[src/rtl/resp_demux5_pkg.sv]
// rtl/resp_demux5_pkg.sv - shared constants, select type and channel decode for resp_demux5
package resp_demux5_pkg;

  localparam int RESP_DEMUX5_CH    = 5;
  localparam int RESP_DEMUX5_DEPTH = 2;
  localparam int RESP_DEMUX5_CW    = $clog2(RESP_DEMUX5_DEPTH + 1);

  typedef logic [2:0] resp_demux5_sel_t;

  // Same priority as the five-input mux: bit 2 overrides the low bits.
  function automatic logic [2:0] sel_to_ch(input resp_demux5_sel_t s);
    return s[2] ? 3'd4 : {1'b0, s[1:0]};
  endfunction

endpackage

[src/rtl/resp_demux5_fifo2.sv]
// rtl/resp_demux5_fifo2.sv - two-entry per-channel FIFO; head reads 0 while empty
module resp_demux5_fifo2
  import resp_demux5_pkg::*;
#(
  parameter int WIDTH = 32
) (
  input  logic                      clk,
  input  logic                      rst_n,
  input  logic                      push,
  input  logic [WIDTH-1:0]          push_data,
  input  logic                      pop,
  output logic [WIDTH-1:0]          head_data,
  output logic                      full,
  output logic                      empty,
  output logic [RESP_DEMUX5_CW-1:0] count
);

  logic [WIDTH-1:0] mem [RESP_DEMUX5_DEPTH];
  logic             rd_ptr;
  logic             wr_ptr;
  logic             do_push;
  logic             do_pop;

  assign full      = (count == RESP_DEMUX5_CW'(RESP_DEMUX5_DEPTH));
  assign empty     = (count == '0);
  assign do_push   = push && !full;
  assign do_pop    = pop && !empty;
  assign head_data = empty ? '0 : mem[rd_ptr];

  always_ff @(posedge clk or negedge rst_n) begin
    if (!rst_n) begin
      mem[0] <= '0;
      mem[1] <= '0;
      rd_ptr <= 1'b0;
      wr_ptr <= 1'b0;
      count  <= '0;
    end else begin
      if (do_push) begin
        mem[wr_ptr] <= push_data;
        wr_ptr      <= ~wr_ptr;
      end
      if (do_pop) begin
        rd_ptr <= ~rd_ptr;
      end
      count <= count + RESP_DEMUX5_CW'(do_push) - RESP_DEMUX5_CW'(do_pop);
    end
  end

endmodule

[src/rtl/resp_demux5.sv]
// rtl/resp_demux5.sv - 1-to-5 response demux with a 2-deep FIFO per channel
// Optional illegal-select detection (sel 5-7) under `RESP_DEMUX5_ERR_EN.
module resp_demux5
  import resp_demux5_pkg::*;
#(
  parameter int WIDTH = 32
) (
  input  logic                            clk,
  input  logic                            reset_n,
  input  logic [WIDTH-1:0]                in_data,
  input  resp_demux5_sel_t                in_sel,
  input  logic                            in_valid,
  output logic                            in_ready,
  output logic [RESP_DEMUX5_CH*WIDTH-1:0] out_data,
  output logic [RESP_DEMUX5_CH-1:0]       out_valid,
  input  logic [RESP_DEMUX5_CH-1:0]       out_ready,
  output logic                            err_sticky,
  input  logic                            err_clr
);

  logic [2:0]                                     tgt;
  logic                                           illegal;
  logic [RESP_DEMUX5_CH-1:0]                      full;
  logic [RESP_DEMUX5_CH-1:0]                      empty;
  logic [RESP_DEMUX5_CH-1:0]                      push;
  logic [RESP_DEMUX5_CH-1:0][RESP_DEMUX5_CW-1:0]  unused_count;

  assign tgt = sel_to_ch(in_sel);

`ifdef RESP_DEMUX5_ERR_EN
  assign illegal = in_sel[2] && (in_sel[1:0] != 2'b00);
`else
  assign illegal = 1'b0;
`endif

  // Full is judged on the pre-edge count, so a same-cycle pop never frees a slot.
  always_comb begin
    push     = '0;
    in_ready = illegal || !full[tgt];
    if (in_valid && in_ready && !illegal) begin
      push[tgt] = 1'b1;
    end
  end

  for (genvar i = 0; i < RESP_DEMUX5_CH; i++) begin : g_ch
    resp_demux5_fifo2 #(.WIDTH(WIDTH)) u_fifo (
      .clk       (clk),
      .rst_n     (reset_n),
      .push      (push[i]),
      .push_data (in_data),
      .pop       (out_ready[i]),
      .head_data (out_data[i*WIDTH +: WIDTH]),
      .full      (full[i]),
      .empty     (empty[i]),
      .count     (unused_count[i])
    );
    assign out_valid[i] = !empty[i];
  end

`ifdef RESP_DEMUX5_ERR_EN
  logic err_q;

  // A new illegal word outranks a same-cycle clear.
  always_ff @(posedge clk or negedge reset_n) begin
    if (!reset_n) begin
      err_q <= 1'b0;
    end else if (in_valid && illegal) begin
      err_q <= 1'b1;
    end else if (err_clr) begin
      err_q <= 1'b0;
    end
  end

  assign err_sticky = err_q;
`else
  logic unused_err_clr;

  assign unused_err_clr = err_clr;
  assign err_sticky     = 1'b0;
`endif

endmodule

[config.mk]
export PLATFORM = sky130hd
export DESIGN_NAME = resp_demux5
export DESIGN_NICKNAME = d
export VERILOG_FILES = /design/src/rtl/resp_demux5_pkg.sv /design/src/rtl/resp_demux5_fifo2.sv /design/src/rtl/resp_demux5.sv
export SDC_FILE = /design/constraint.sdc
export NUM_CORES = 1
export LEC_CHECK = 0
export ABC_CLOCK_PERIOD_IN_PS = 2700
export CORE_MARGIN = 2
export CORE_UTILIZATION = 30
export DETAILED_ROUTE_END_ITERATION = 7
export PLACE_DENSITY_LB_ADDON = 0.08
export SETUP_SLACK_MARGIN = 0.3
export SYNTH_ARGS = -nofsm -noshare
export SYNTH_HDL_FRONTEND = slang
export SYNTH_SLANG_ARGS = --single-unit
[constraint.sdc]
create_clock -name clk -period 2.7 [get_ports clk]
set_input_delay 0.54 -clock clk [delete_from_list [all_inputs] [get_ports clk]]
set_output_delay 0.54 -clock clk [all_outputs]
set_load 0.01 [all_outputs]
==> results of run 1 <==
==> layer usage <==
metal / wire length (um) / track usage / vias to the layer above
met5: 0 / 0 / -
met4: 646 / 0.03926 / 0
met3: 1581 / 0.02510 / 48
met2: 22870 / 0.2928 / 175
met1: 22700 / 0.2394 / 5195
li1: - / - / 4574
==> metrics by stage <==
stage          instance area, sq um  setup TNS [ns]  total power [mW]
3_5_place_dp                  18820          -2.095             21.02
5_1_grt                       21010               0             29.07
6_report                      21010               0             27.37
4_1_cts                       20700               0             27.10
2_1_floorplan                 15540               0             14.92
3_3_place_gp                  18820          -1.809             20.87
==> area by class of cell <==
| class | instances | area [sq um] | area share |
|---|---|---|---|
| Multi-Input combinational cell | 721 | 6822 | 0.3248 |
| Tap cell | 680 | 850.8 | 0.04051 |
| Clock inverter | 6 | 108.9 | 0.005182 |
| Inverter | 16 | 60.06 | 0.002859 |
| Sequential cell | 340 | 8519 | 0.4056 |
| Clock buffer | 65 | 1249 | 0.05945 |
| Timing Repair Buffer | 321 | 3396 | 0.1617 |
==> worst register-to-register path: stages (launching register included) <==
cell and delay [ns]:
dfrtp_1 0.41, buf_4 0.15, nor2b_4 0.13, or3_4 0.38, or3_2 0.49, buf_12 0.20
mux2_4 0.32
==> worst min path at each step <==
| stage | from | end | slack (ns) |
|---|---|---|---|
| 6_report | reset_n | g_ch[4].u_fifo.mem[42]$_DFFE_PN0P_ | -0.03 |
| 3_3_place_gp | g_ch[1].u_fifo.mem[39]$_DFFE_PN0P_ | g_ch[1].u_fifo.mem[39]$_DFFE_PN0P_ | 0.47 |
| 5_1_grt | reset_n | g_ch[4].u_fifo.mem[42]$_DFFE_PN0P_ | 0.02 |
| 2_1_floorplan | reset_n | g_ch[0].u_fifo.count[0]$_DFF_PN0_ | 0.24 |
| 4_1_cts | reset_n | g_ch[4].u_fifo.mem[42]$_DFFE_PN0P_ | 0.01 |
| 3_5_place_dp | g_ch[1].u_fifo.mem[39]$_DFFE_PN0P_ | g_ch[1].u_fifo.mem[39]$_DFFE_PN0P_ | 0.48 |
==> kinds of logic after synthesis <==
group | count (synthesis) | share of synthesized area
compound gates | 5 | 0.002416
xor+xnor | 17 | 0.009580
fa+ha+maj | 10 | 0.008051
buf+inv | 120 | 0.03454
flops | 340 | 0.5475
mux | 480 | 0.3419
other cells | 1 | 0.0002413
simple gates | 208 | 0.05579
==> power by group through the flow <==
stage / clock, mW / combinational [mW] / sequential [mW]
finish: 5.58 / 13.0 / 8.82
global route: 5.98 / 14.0 / 9.13
CTS: 5.76 / 12.6 / 8.76
detailed placement: 0 / 12.2 / 8.82
global placement: 0 / 12.1 / 8.74
floorplan: 0 / 6.56 / 8.35
==> cells in the final DEF, fill, tap and decap left out, types with 4 or more instances in the layout <==
cell             netlist  final
and2_1                 5      5
buf_12                 3     39
buf_16                 0      7
buf_2                 21     25
buf_4                  1     50
buf_6                  1      7
clkbuf_1              43     13
clkbuf_16              0     50
clkbuf_2               0     35
clkbuf_8               0      9
clkdlybuf4s15_1        0     26
clkdlybuf4s50_1        0     40
dfrtp_1              340    333
dfrtp_2                0      6
dlygate4sd2_1          0     69
dlymetal6s2s_1         0     12
ha_1                  10     10
inv_1                 16     16
mux2_2               290    290
mux2_4                29     29
mux2i_1              160    134
mux2i_2                0     22
mux2i_4                0      4
nand2_1               10      8
nand2b_1               5      4
nor2_1               172    133
nor2_2                 0     28
nor2_4                 0     11
xnor2_1               10     10
xor2_1                 7      7
==> repair_timing <==
item	4_1_cts	5_1_grt
hold buffers	0	0
setup buffers	22	19
pin swaps	23	28
resized for setup	287	155
cloned	8	8
endpoints found under the setup margin	166	124
==> sequential cells by signal, indices dropped and copies added (netlist names) <==
signal	flops
g_ch.u_fifo.rd_ptr	5
g_ch.u_fifo.mem	320
g_ch.u_fifo.count	10
g_ch.u_fifo.wr_ptr	5
==> impl_metrics.json, run 1 <==
{
  "outcome": "complete, but fails checks",
  "violations": "hold timing",
  "avgSynthCellArea_sq_um": 13.16,
  "path_buf_inv": 4,
  "cp.required_ns": 2.16,
  "die_h_um": 231.6,
  "h-tree-depth": 2,
  "r2r_cells": 6,
  "cap_violations": 0,
  "pwr-share-comb": 0.474,
  "path_clk_slew_ns": 0.05,
  "synth_edf_count": 0,
  "setup_slack_ns": 0.2687,
  "whs_ns": -0.02753,
  "first_pass_iters": 4,
  "fin_crit_ns": 2.431,
  "fin_cells": 2149,
  "finalSetupViolCount": 0,
  "area_growth_pct": 35.16,
  "place_congestion": 0.7483,
  "async_flop_share": 1.000,
  "final_nets": 1496,
  "cp_common_cell": "buf_4",
  "fp.dieArea_sq_um": 53640,
  "vias": 9992,
  "fin_crit_sh": 0.9005,
  "ys_top_cells_by_count": "340 x dfrtp_1, 290 x mux2_2, 172 x nor2_1",
  "sw_frac_of_total": 0.3487,
  "final.fill_count": 4964,
  "via_per_inst": 4.650,
  "worstSetupEndpoint": "out_data[122]",
  "postRouteAntennaNets": 0,
  "syn_nets": 1235,
  "reg2reg_to": "g_ch[0].u_fifo.mem[60]$_DFFE_PN0P_",
  "antenna_found_initial": 0,
  "numClockSinks": 340,
  "ys_warn_count": 0,
  "synth_area_leaders": "dfrtp_1 55%, mux2_2 21%, mux2i_1 10%",
  "worst_setup_path_end_kind": "output pin",
  "cts_tree": "done",
  "drt_iter0_markers": 327,
  "synth_area_sq_um": 15540,
  "p_clk_frac": 0.204,
  "critPathKind": "reg2out",
  "leakage_nw": 10.06,
  "cp_num_cells": 6,
  "p_switching_mw": 9.543,
  "dp_hpwl_mm": 29.22,
  "insertion_delay_ns": 0.55,
  "wire_per_inst_um": 22.24,
  "dp.cells": 2021,
  "grt_pass1_wl_mm": 68.95,
  "clock_skew_ns": 0.01636,
  "grt_max_degree": 81,
  "max-slew-margin-rel": 0.4808,
  "start_kind": "flop",
  "die_w_um": 231.6,
  "powerDensity_nw_per_um2": 1303,
  "reg2reg_from": "g_ch[0].u_fifo.count[1]$_DFF_PN0_",
  "final-max-slew-violation-count": 0,
  "root_buffer": "clkbuf_16",
  "synthCells": 1181,
  "grt_pass1_vias": 10401,
  "fp-row-count": 83,
  "rsz0062_at_grt": "true",
  "io_pins": 211,
  "synthFlopType": "dfrtp_1",
  "fin_util": 0.4094,
  "ir_drop_uv": 484.3,
  "clockBufferDepth": 3,
  "ys_ff_latch": 340,
  "min_path_type": "in2async",
  "initial_core_util": 0.3029,
  "synth.most_common_cell": "dfrtp_1",
  "pre_cts_ws_ns": -0.1130,
  "core_sq_um": 51300,
  "seqPwrFrac": 0.322,
  "critPathMaxFanout": 6,
  "yosysTopAreaCellShare": 0.5475,
  "critPathTopFamily": "buffers and inverters",
  "internal-power_mw": 17.82,
  "drcViolationCount": 0,
  "worst_path_max_delay_cell": "dfrtp_2",
  "n_antenna_cell": 0,
  "wl_mm": 47.80,
  "arrival_ns": 1.89,
  "yosysSeqAreaShare": 0.5475,
  "critical_path.startpoint": "g_ch[3].u_fifo.rd_ptr$_DFFE_PN0P_",
  "tightestPinTransition_ns": 0.7789,
  "hold_viol": 6,
  "numCtsBuffers": 42,
  "clock.fmax_ghz": 0.4113,
  "path_cells": "buf_12, buf_4, buf_4, mux2i_1, nor2_1, dlymetal6s2s_1",
  "synth_cell_types": 34,
  "grt_overflow": 0,
  "regToRegSetupSlack_ns": 0.50,
  "portBuffers": 208,
  "yosysTopAreaCell": "dfrtp_1",
  "grtUsageTotal": 0.1748,
  "critical_path.max_stage_delay_ns": 0.43,
  "drive_above_1_share": 0.4323
}
No activity file was read; power rests on OpenSTA's default activity.
==> run 2: changes to the inputs <==
--- a/config.mk
+++ b/config.mk
@@ -5,9 +5,11 @@
 export SDC_FILE = /design/constraint.sdc
 export NUM_CORES = 1
 export LEC_CHECK = 0
+export ABC_AREA = 0
 export ABC_CLOCK_PERIOD_IN_PS = 2700
 export CORE_MARGIN = 2
-export CORE_UTILIZATION = 30
+export CORE_UTILIZATION = 55
+export CTS_CLUSTER_DIAMETER = 120
 export DETAILED_ROUTE_END_ITERATION = 7
 export PLACE_DENSITY_LB_ADDON = 0.08
 export SETUP_SLACK_MARGIN = 0.3
==> impl_metrics.json, run 2 (same netlist as run 1, synthesis figures left out) <==
{
  "final_nets": 1452,
  "regToRegSetupSlack_ns": 0.55,
  "root_buffer": "clkbuf_16",
  "grt_overflow": 0,
  "top_regs": "g_ch.u_fifo.mem: 320 flops, g_ch.u_fifo.count: 10 flops",
  "max-slew-margin-rel": 0.6237,
  "cap_violations": 0,
  "drt_iter0_markers": 567,
  "final_common_cell": "dfrtp_1",
  "antenna_found_initial": 0,
  "multi_input_comb_area_sq_um": 6619,
  "finalSetupViolCount": 0,
  "io_pins": 211,
  "whs_ns": 0.4908,
  "largest_reg_flops": 320,
  "first_pass_iters": 4,
  "area_growth_pct": 27.10,
  "seq_area_sq_um": 8521,
  "core_sq_um": 27780,
  "portBuffers": 208,
  "leakage_nw": 9.780,
  "hold_path_startpoint": "g_ch[1].u_fifo.mem[39]$_DFFE_PN0P_",
  "numClockSinks": 340,
  "fin_cells": 1804,
  "start_kind": "flop",
  "wl_mm": 38.44,
  "die_h_um": 172.1,
  "grt_pass1_wl_mm": 59.40,
  "final_cell_mix": "334 x dfrtp_1, 290 x mux2_2, 157 x nor2_1",
  "path_clk_slew_ns": 0.06,
  "clock.fmax_ghz": 0.4205,
  "tightestPinTransition_ns": 0.5628,
  "fin_util": 0.7110,
  "grtUsageTotal": 0.2643,
  "worst_setup_path_end_kind": "output pin",
  "final-max-slew-violation-count": 0,
  "arrival_ns": 1.84,
  "h-tree-depth": 2,
  "wire_per_inst_um": 21.31,
  "dp.cells": 1717,
  "drcViolationCount": 0,
  "initial_core_util": 0.5594,
  "final.fill_count": 2063,
  "critPathMaxFanout": 11,
  "grt_max_degree": 67,
  "r2r_cells": 5,
  "cts_tree": "done",
  "vias": 9831,
  "fp.dieArea_sq_um": 29620,
  "critPathKind": "reg2out",
  "min_path_type": "reg2reg",
  "setup-tns-final_ns": 0,
  "drive_above_1_share": 0.3485,
  "fin_crit_ns": 2.378,
  "n_antenna_cell": 0,
  "hold_viol": 0,
  "insertion_delay_ns": 0.51,
  "fin_crit_sh": 0.8808,
  "regMostFlops": "g_ch.u_fifo.mem",
  "place_congestion": 0.7916,
  "worstHoldPathCells": 1,
  "fp-row-count": 61,
  "clock_skew_ns": 0.01137,
  "grt_pass1_vias": 10323,
  "dp_hpwl_mm": 24.51,
  "via_per_inst": 5.450,
  "p_total_mw": 25.14,
  "reg2reg_from": "g_ch[0].u_fifo.count[1]$_DFF_PN0_",
  "powerDensity_nw_per_um2": 1273,
  "postRouteAntennaNets": 0,
  "ir_drop_uv": 755.7,
  "holdPathEnd": "g_ch[1].u_fifo.mem[39]$_DFFE_PN0P_",
  "outcome": "complete, no violations",
  "numCtsBuffers": 37,
  "cp.required_ns": 2.16,
  "die_w_um": 172.1,
  "rsz0062_at_grt": "true",
  "reg2reg_to": "g_ch[0].u_fifo.mem[61]$_DFFE_PN0P_",
  "clockBufferDepth": 3
}
[run 2: cell count changes in the layout (fill, tap and decap cells not counted), sizes merged]
cell / before / now
dlygate4sd2: 69 / 153
clkdlybuf4s50: 40 / 42
buf: 131 / 70
clkdlybuf4s15: 26 / 0
dlygate4sd3: 0 / 1
bufbuf: 1 / 2
bufinv: 3 / 2
clkbuf: 107 / 66
clkinv: 2 / 7
dlymetal6s2s: 12 / 4
clkinvlp: 0 / 1
[run 2: what timing repair did]
action / 4_1_cts / 5_1_grt
endpoints found under the hold margin: 1 / 0
gates cloned: 2 / 2
setup endpoints to repair: 166 / 51
pin swaps: 9 / 6
buffers inserted: 11 / 4
gates resized for setup: 192 / 23
hold buffers: 1 / 0
[run 2: how the worst max path moves through the flow]
| stage | startpoint | end | slack (ns) | cells after the start |
|---|---|---|---|---|
| floorplan | in_sel[2] | g_ch[0].u_fifo.mem[34]$_DFFE_PN0P_ | 0.58 | 6 |
| global placement | in_sel[2] | in_ready | -0.11 | 5 |
| detailed placement | in_sel[2] | in_ready | -0.11 | 5 |
| CTS | g_ch[0].u_fifo.rd_ptr$_DFFE_PN0P_ | out_data[0] | 0.04 | 4 |
| global route | g_ch[0].u_fifo.rd_ptr$_DFFE_PN0P_ | out_data[25] | 0.27 | 4 |
| finish | g_ch[3].u_fifo.count[1]$_DFF_PN0_ | out_data[120] | 0.32 | 4 |
[run 2: layer usage]
metal / global-route usage / part of all wire / vias up
met1: 0.3678 / 0.45 / 5071
met5: 0 / 0 / -
met3: 0.03525 / 0.040 / 57
li1: - / - / 4468
met2: 0.4412 / 0.48 / 235
met4: 0.06978 / 0.023 / 0
[run 2: final cells by class]
type                            instances  share of cell area
Timing Repair Buffer                  282              0.1437
Clock inverter                         11            0.005638
Multi-Input combinational cell        721              0.3351
Tap cell                              378             0.02394
Sequential cell                       340              0.4314
Inverter                               16            0.003040
Clock buffer                           56             0.05720
[run 2: stage by stage]
| step | worst slack [ns] | instance area, sq um |
|---|---|---|
| finish | 0.3218 | 19750 |
| global route | 0.2716 | 19750 |
| CTS | 0.03752 | 19680 |
| detailed placement | -0.1132 | 18330 |
| global placement | -0.1055 | 18330 |
| floorplan | 0.5799 | 15540 |
[run 2: worst max-delay path: stages (launching register included)]
cell,delay (ns)
dfrtp_1,0.43
nor2_4,0.24
bufbuf_16,0.33
nor2_1,0.05
dlygate4sd2_1,0.28
[run 2: report_power, final]
part	switching [mW]	internal, mW	leakage [nW]
Sequential	1.34	7.48	4.18
Combinational	5.30	5.93	4.98
Clock	2.00	3.08	0.615
Total	8.64	16.5	9.78
==> run 3: changes to the inputs <==
--- a/config.mk
+++ b/config.mk
@@ -12,6 +12,7 @@
 export CTS_CLUSTER_DIAMETER = 120
 export DETAILED_ROUTE_END_ITERATION = 7
 export PLACE_DENSITY_LB_ADDON = 0.08
+export RECOVER_POWER = 50
 export SETUP_SLACK_MARGIN = 0.3
 export SYNTH_ARGS = -nofsm -noshare
 export SYNTH_HDL_FRONTEND = slang
==> impl_metrics.json, run 3 (same netlist as run 1, synthesis figures left out) <==
{
  "fin_crit_sh": 0.9045,
  "reg2reg_from": "g_ch[3].u_fifo.count[1]$_DFF_PN0_",
  "insertion_delay_ns": 0.51,
  "root_buffer": "clkbuf_16",
  "vias": 9892,
  "fp-row-count": 61,
  "start_kind": "primary input",
  "grt_overflow": 0,
  "final_cell_mix": "334 x dfrtp_1, 290 x mux2_2, 159 x nor2_1",
  "final_common_cell": "dfrtp_1",
  "antenna_found_initial": 0,
  "cp.required_ns": 3.09,
  "hold_viol": 0,
  "ir_drop_uv": 757.7,
  "cts_tree": "done",
  "path_clk_slew_ns": 0.06,
  "seq_area_sq_um": 8521,
  "arrival_ns": 2.84,
  "path_buf_inv": 3,
  "placed_area_sq_um": 18330,
  "place_congestion": 0.7916,
  "die_h_um": 172.1,
  "leakage_nw": 9.716,
  "regMostFlops": "g_ch.u_fifo.mem",
  "numCtsBuffers": 37,
  "critPathKind": "in2reg",
  "grt_max_degree": 67,
  "core_sq_um": 27780,
  "reg2reg_to": "g_ch[3].u_fifo.mem[60]$_DFFE_PN0P_",
  "dp_hpwl_mm": 24.51,
  "finalInstanceArea_sq_um": 19600,
  "tightestPinTransition_ns": 1.295,
  "drt_iter0_markers": 564,
  "wl_mm": 38.40,
  "drive_above_1_share": 0.3408,
  "h-tree-depth": 2,
  "worst_path_max_delay_cell": "dlygate4sd3_1",
  "grt_pass1_vias": 10323,
  "grt_pass1_wl_mm": 59.40,
  "setup_slack_ns": 0.2579,
  "hold_path_startpoint": "g_ch[4].u_fifo.wr_ptr$_DFFE_PN0N_",
  "path_cells": "dlygate4sd3_1, clkbuf_1, and3_1, nand2b_2, clkbuf_2, mux2_2",
  "pre_cts_ws_ns": -0.1132,
  "finalSetupViolCount": 0,
  "via_per_inst": 5.483,
  "final.fill_count": 2090,
  "wire_per_inst_um": 21.29,
  "powerDensity_nw_per_um2": 1278,
  "fp.dieArea_sq_um": 29620,
  "largest_reg_flops": 320,
  "first_pass_iters": 4,
  "r2r_cells": 5,
  "min_path_type": "reg2reg",
  "top_regs": "g_ch.u_fifo.mem: 320 flops, g_ch.u_fifo.count: 10 flops",
  "critPathMaxFanout": 26,
  "area_growth_pct": 26.09,
  "die_w_um": 172.1,
  "initial_core_util": 0.5594,
  "grtUsageTotal": 0.2643,
  "holdPathEnd": "g_ch[4].u_fifo.wr_ptr$_DFFE_PN0N_",
  "worstHoldPathCells": 1,
  "clockBufferDepth": 3,
  "worst_setup_path_end_kind": "flop",
  "final_nets": 1452,
  "fin_util": 0.7054,
  "drcViolationCount": 0,
  "multi_input_comb_area_sq_um": 6586,
  "critical_path.max_stage_delay_ns": 0.57,
  "outcome": "complete, no violations",
  "regToRegSetupSlack_ns": 0.45,
  "final-max-slew-violation-count": 0,
  "fin_crit_ns": 2.442,
  "critPathTopFamily": "buffers and inverters",
  "postRouteAntennaNets": 0,
  "n_antenna_cell": 0,
  "cap_violations": 0,
  "portBuffers": 208,
  "clock.fmax_ghz": 0.4095,
  "max-slew-margin-rel": 0.1364,
  "rsz0062_at_grt": "true",
  "io_pins": 211,
  "clock_skew_ns": 0.01219,
  "numClockSinks": 340
}
==> run 3: changes by cell type in the layout (fill, tap and decap cells not counted), sizes merged <==
cell	delta
buf	-15
clkbuf	+15
clkdlybuf4s50	-1
dlygate4sd3	+1
==> run 3: how the worst max path moves through the flow <==
stage                                            from                                 end  slack [ns]  depth (start not counted)
finish                                       in_valid  g_ch[4].u_fifo.mem[45]$_DFFE_PN0P_        0.26                          6
global route                                  reset_n   g_ch[1].u_fifo.mem[8]$_DFFE_PN0P_        0.16                          3
CTS                 g_ch[0].u_fifo.rd_ptr$_DFFE_PN0P_                         out_data[0]        0.04                          4
detailed placement                          in_sel[2]                            in_ready       -0.11                          5
global placement                            in_sel[2]                            in_ready       -0.11                          5
floorplan                                   in_sel[2]  g_ch[0].u_fifo.mem[34]$_DFFE_PN0P_        0.58                          6
==> run 3: metrics by stage <==
stage                     TNS [ns]  cells  hold WS (ns)  power (mW)
after floorplan                  0   1181        0.2444       14.92
after global placement      -1.813   1717        0.4699       20.26
after detailed placement    -2.435   1717        0.4795       20.61
after CTS                        0   1798        0.4928       25.12
after global routing             0   1804        0.5095       26.58
final                            0   1804        0.4876       25.05
==> run 3: routing by layer <==
layer | GRT usage | wire length, um | up-vias
met5 | 0 | 0 | -
met4 | 0.06978 | 918 | 0
met3 | 0.03525 | 1535 | 59
met2 | 0.4412 | 18660 | 243
met1 | 0.3678 | 17290 | 5128
li1 | - | - | 4462
==> run 3: what timing repair did <==
action                                  4_1_cts  5_1_grt
endpoints found under the setup margin      166       51
endpoints found under the hold margin         1        0
pin swaps                                     9        6
hold buffers                                  1        0
gates resized for setup                     192       23
setup buffers                                11        4
cloned                                        2        2
==> run 3: cell type report <==
type / count / share of cell area
timing repair buffer: 282 / 0.1386
clock buffer: 56 / 0.05766
inverter: 16 / 0.003065
multi-input combinational: 721 / 0.3361
clock inverter: 11 / 0.005683
sequential: 340 / 0.4348
tap: 378 / 0.02413
==> run 3: power by group <==
part / switching (mW) / internal, mW / total [mW]
registers: 1.32 / 7.48 / 8.80
clock network: 1.99 / 3.08 / 5.07
logic: 5.29 / 5.89 / 11.2
total: 8.60 / 16.5 / 25.1
